### src/rtl/mem_access.sv
// mem_access: MEM-stage controller driving MEM/WB and a req/ack data bus for loads and stores.
// Inputs : clk, resetn (async active-low), ex_* fields from EX/MEM, dbus_ack/dbus_rdata from the bus.
// Outputs: dbus_req/we/addr/wdata to the bus, mem_stall to earlier stages, mem_* to MEM/WB, mem_err.
// Optional: define MEM_TIMEOUT_EN to abort a REQ after TIMEOUT_CYCLES cycles without ack (sets mem_err).
module mem_access #(
  parameter int ADDR_W         = 32,
  parameter int TIMEOUT_CYCLES = 16
) (
  input  logic              clk,
  input  logic              resetn,
  input  logic [31:0]       ex_pc,
  input  logic [31:0]       ex_alu_out,
  input  logic [63:0]       ex_hilo_out,
  input  logic [2:0]        ex_rf_wsel,
  input  logic [4:0]        ex_rd,
  input  logic [31:0]       ex_rdata2,
  input  logic              ex_ram_we,
  input  logic              ex_rf_nwe,
  input  logic              ex_is_ram,
  output logic              dbus_req,
  output logic              dbus_we,
  output logic [ADDR_W-1:0] dbus_addr,
  output logic [31:0]       dbus_wdata,
  input  logic              dbus_ack,
  input  logic [31:0]       dbus_rdata,
  output logic              mem_stall,
  output logic [31:0]       mem_pc,
  output logic [31:0]       mem_result,
  output logic [63:0]       mem_hilo_out,
  output logic [2:0]        mem_rf_wsel,
  output logic [4:0]        mem_rd,
  output logic              mem_rf_nwe,
  output logic              mem_err
);
  typedef enum logic [1:0] {IDLE, REQ, DONE} state_t;
  state_t state_q, state_d;
  logic we_q, we_d;
  logic [ADDR_W-1:0] addr_q, addr_d;
  logic [31:0] wdata_q, wdata_d, buf_q, buf_d;
  logic [31:0] pc_q, pc_d, result_q, result_d;
  logic [63:0] hilo_q, hilo_d;
  logic [2:0] wsel_q, wsel_d;
  logic [4:0] rd_q, rd_d;
  logic nwe_q, nwe_d;
  logic wb, done, aborted;
`ifdef MEM_TIMEOUT_EN
  localparam int CNT_W = $clog2(TIMEOUT_CYCLES + 1);
  logic [CNT_W-1:0] cnt_q, cnt_d;
  logic err_q, err_d, abort_q, abort_d;
  assign aborted = abort_q;
  assign mem_err = err_q;
`else
  logic unused_timeout;
  assign unused_timeout = ^TIMEOUT_CYCLES;
  assign aborted = 1'b0;
  assign mem_err = 1'b0;
`endif
  // MEM/WB takes the EX/MEM fields either for a non-memory op in IDLE or when an access finishes;
  // every other cycle it is loaded with a bubble.
  assign done = state_q == DONE;
  assign wb   = done || (state_q == IDLE && !ex_is_ram);
  always_comb begin
    state_d  = state_q;
    we_d     = we_q;
    addr_d   = addr_q;
    wdata_d  = wdata_q;
    buf_d    = buf_q;
    pc_d     = wb ? ex_pc : '0;
    hilo_d   = wb ? ex_hilo_out : '0;
    wsel_d   = wb ? ex_rf_wsel : '0;
    rd_d     = wb ? ex_rd : '0;
    result_d = !wb ? '0 : (done && !we_q) ? buf_q : ex_alu_out;
    nwe_d    = wb && ex_rf_nwe && !(done && (we_q || aborted));
    dbus_req  = 1'b0;
    mem_stall = 1'b0;
`ifdef MEM_TIMEOUT_EN
    cnt_d   = cnt_q;
    err_d   = err_q;
    abort_d = abort_q;
`endif
    case (state_q)
      IDLE: begin
        mem_stall = ex_is_ram;
        if (ex_is_ram) begin
          we_d    = ex_ram_we;
          addr_d  = {ex_alu_out[ADDR_W-1:2], 2'b00};
          wdata_d = ex_rdata2;
          state_d = REQ;
`ifdef MEM_TIMEOUT_EN
          cnt_d   = '0;
          abort_d = 1'b0;
`endif
        end
      end
      REQ: begin
        dbus_req  = 1'b1;
        mem_stall = 1'b1;
        if (dbus_ack) begin
          buf_d   = dbus_rdata;
          state_d = DONE;
        end
`ifdef MEM_TIMEOUT_EN
        else if (cnt_q == CNT_W'(TIMEOUT_CYCLES - 1)) begin
          // Aborted access: the load buffer is zeroed so the bubble-free writeback carries 0.
          buf_d   = '0;
          abort_d = 1'b1;
          err_d   = 1'b1;
          state_d = DONE;
        end else cnt_d = cnt_q + 1'b1;
`endif
      end
      DONE: state_d = IDLE;
      default: state_d = IDLE;
    endcase
  end
  always_ff @(posedge clk or negedge resetn) begin
    if (!resetn) begin
      state_q  <= IDLE;
      we_q     <= 1'b0;
      addr_q   <= '0;
      wdata_q  <= '0;
      buf_q    <= '0;
      pc_q     <= '0;
      result_q <= '0;
      hilo_q   <= '0;
      wsel_q   <= '0;
      rd_q     <= '0;
      nwe_q    <= 1'b0;
`ifdef MEM_TIMEOUT_EN
      cnt_q    <= '0;
      err_q    <= 1'b0;
      abort_q  <= 1'b0;
`endif
    end else begin
      state_q  <= state_d;
      we_q     <= we_d;
      addr_q   <= addr_d;
      wdata_q  <= wdata_d;
      buf_q    <= buf_d;
      pc_q     <= pc_d;
      result_q <= result_d;
      hilo_q   <= hilo_d;
      wsel_q   <= wsel_d;
      rd_q     <= rd_d;
      nwe_q    <= nwe_d;
`ifdef MEM_TIMEOUT_EN
      cnt_q    <= cnt_d;
      err_q    <= err_d;
      abort_q  <= abort_d;
`endif
    end
  end
  assign dbus_we      = we_q;
  assign dbus_addr    = addr_q;
  assign dbus_wdata   = wdata_q;
  assign mem_pc       = pc_q;
  assign mem_result   = result_q;
  assign mem_hilo_out = hilo_q;
  assign mem_rf_wsel  = wsel_q;
  assign mem_rd       = rd_q;
  assign mem_rf_nwe   = nwe_q;
endmodule

### config.mk
export PLATFORM = sky130hd
export DESIGN_NAME = mem_access
export DESIGN_NICKNAME = d
export VERILOG_FILES = /design/src/rtl/mem_access.sv
export SDC_FILE = /design/constraint.sdc
export NUM_CORES = 1
export LEC_CHECK = 0
export CAP_MARGIN = 20
export CORE_ASPECT_RATIO = 0.6
export CORE_MARGIN = 2
export CORE_UTILIZATION = 35
export CTS_CLUSTER_DIAMETER = 100
export DETAILED_ROUTE_END_ITERATION = 10
export DONT_BUFFER_PORTS = 1
export SYNTH_ARGS = -nofsm -noshare
export SYNTH_HDL_FRONTEND = slang
export SYNTH_SLANG_ARGS = --single-unit
### constraint.sdc
create_clock -name clk -period 2.84 [get_ports clk]
set_input_delay 0.568 -clock clk [delete_from_list [all_inputs] [get_ports clk]]
set_output_delay 0.568 -clock clk [all_outputs]
set_load 0.02 [all_outputs]
==> out/results.ini <==
[place]
dp_hpwl_um = 15100
finalWeightedCongestion = 0.843
postPlaceCellArea_um2 = 8630
port_buffers = 0

[cts]
cts-root-buf = clkbuf_16
cts_tree = built
cts_sinks = 234
clk_path_buf_depth = 3
cts-htree-levels = 1
clk_pin_slew_ns = 0.06
cts_resized = 0
numCtsBuffers = 23
postCtsSetupBuffers = 0
worstSkewPairLatency_ns = 0.51

[yosys]
synth_cell_types = 23
ys_seq_area_frac = 0.690
yosysWarnings = 0
syn-mean-instance-area_um2 = 14.6
synth_top_area_cell = dfrtp_1
synthesis.area_um2 = 8490
synthCells = 581
synth_area_leaders = dfrtp_1 69%, mux2_2 11%, and2_1 7.7%
ys_ff_latch = 234
yosysTopAreaCellShare = 0.690

[power]
ir_drop_uv = 389
p_per_area_nw_per_um2 = 1170
power.leakage_nw = 4.19
p_total_mw = 10.9

[final_layout]
final_area_um2 = 9380
area_growth_pct = 10.5
layout_common_cells = 233 x dfrtp_1, 105 x and2_1, 84 x mux2_2
post-route-util = 0.391
drive_above_1_share = 0.236
layout_commonest_cell = dfrtp_1
nets = 781

[floorplanning]
die-area_um2 = 25600
die_w_um = 205
die_h_um = 125
ios = 411
rows = 44
fp.coreArea_um2 = 24000
initial_utilization = 0.354

[timing]
finalCriticalPeriod_ns = 2.03
worst_pin_slew_ns = 0.969
hold_viol_final = 234
fin_skew_ns = 0.00845
fin_tns_setup_ns = 0
slew_viol_final = 0
fin_worst_hold_slack_ns = -0.244
timing.final.crit_share = 0.715
relSlewSlack = 0.354
max_freq_ghz = 0.492
rsz0062_at_grt = no
setup_violations = 0

[run]
drv_cap = 0

[critical_path]
crit_fanout = 33
crit_path_end_kind = flip-flop
worstSetupPathType = reg -> reg
arrival_ns = 2.41
startpoint = state_q[1]$_DFFE_PN0P_
worst_setup_path_start_kind = flip-flop
r2r_start = state_q[1]$_DFFE_PN0P_
critPathRequiredTime_ns = 3.22

[drt]
routedWlPerCell_um = 23.0
viasPerCell = 4.85
drcViolationCount = 0
dr.pass1.iters = 4
drtIter0Drc = 239
vias = 4424
antenna_left = 0
wirelength_um = 20900

[global_routing]
grt_pass1_vias = 4712
grt_use_total = 0.160
grt.overflow.total = 0
antenna_found_initial = 2
grt_max_degree = 235
grt_pass1_wl_um = 30700

[outcome]
status = finished, violations left
violations = hold timing

[hold_path]
hp-class = in -> async

==> cell families after synthesis <==
logic type,share of synthesized area
AOI/OAI and AO/OA,0.0405
buffers and inverters,0.0404
DFF,0.690
muxes,0.131
other,0.000442
and+or+nand+nor,0.0980
==> final cells by class <==
cell class              instances  area [um2]
fillers                      2254       14600
flip-flops and latches        234        5860
multi-input cells             309        2310
clock buffers                  34         667
well taps                     322         403
clock inverters                 4        76.3
repair buffers                  5        50.0
inverters                       2        7.51
diodes                          2        5.00
==> report_power, final <==
group	internal (mW)	switching, mW
clock	1.80	1.23
sequential	4.42	1.79
combinational	0.931	0.773
total	7.15	3.79
==> through the flow <==
step / instances / setup slack, ns / hold slack (ns)
5_1_grt: 910 / 0.673 / -0.277
4_1_cts: 910 / 0.759 / -0.279
2_1_floorplan: 583 / 1.33 / 0.272
6_report: 912 / 0.809 / -0.244
3_3_place_gp: 872 / 0.850 / 0.278
3_5_place_dp: 872 / 0.776 / 0.278
==> registers in the layout (all words and copies together), names as in the netlist, 2 cells and up <==
name	count
mem_hilo_out	64
mem_result	32
dbus_addr	30
mem_rf_wsel	3
mem_pc	32
buf_q	32
state_q	2
dbus_wdata	32
mem_rd	5
==> critical path, cell delays in order, from the launching register on <==
cell and delay (ns):
dfrtp_1 0.50, inv_2 0.14, nand3_2 0.69, mux2_2 0.56
==> Yosys cell counts (all sizes together) <==
library cell / instances
nor3b: 1
nor2: 3
inv: 2
nand3: 1
and2: 105
conb: 1
buf: 25
clkbuf: 13
nor2b: 2
nand2: 32
mux2: 95
a211oi: 1
o21ai: 32
a21oi: 33
dfrtp: 234
and3b: 1
==> final timing paths <==
| kind | cells past startpoint | to | slack, ns |
|---|---|---|---|
| hold reg to reg | 1 | buf_q[20]$_DFFE_PN0P_ | 0.50 |
| hold / removal | 0 | dbus_addr[4]$_DFFE_PN0P_ | -0.24 |
| setup / recovery | 3 | buf_q[5]$_DFFE_PN0P_ | 0.81 |
| setup reg to reg | 3 | buf_q[5]$_DFFE_PN0P_ | 0.81 |
| min in group clk | 1 | state_q[0]$_DFFE_PN0P_ | 0.17 |
| max in group asynchronous | 0 | state_q[0]$_DFFE_PN0P_ | 2.21 |
==> per-layer routing <==
layer,part of all wire,vias to the layer above,global-route usage
li1,-,1895,-
met1,0.38,2265,0.197
met2,0.49,232,0.266
met3,0.099,32,0.0610
met4,0.026,0,0.0423
met5,0,-,0
Power figures use the tool's default switching activity.
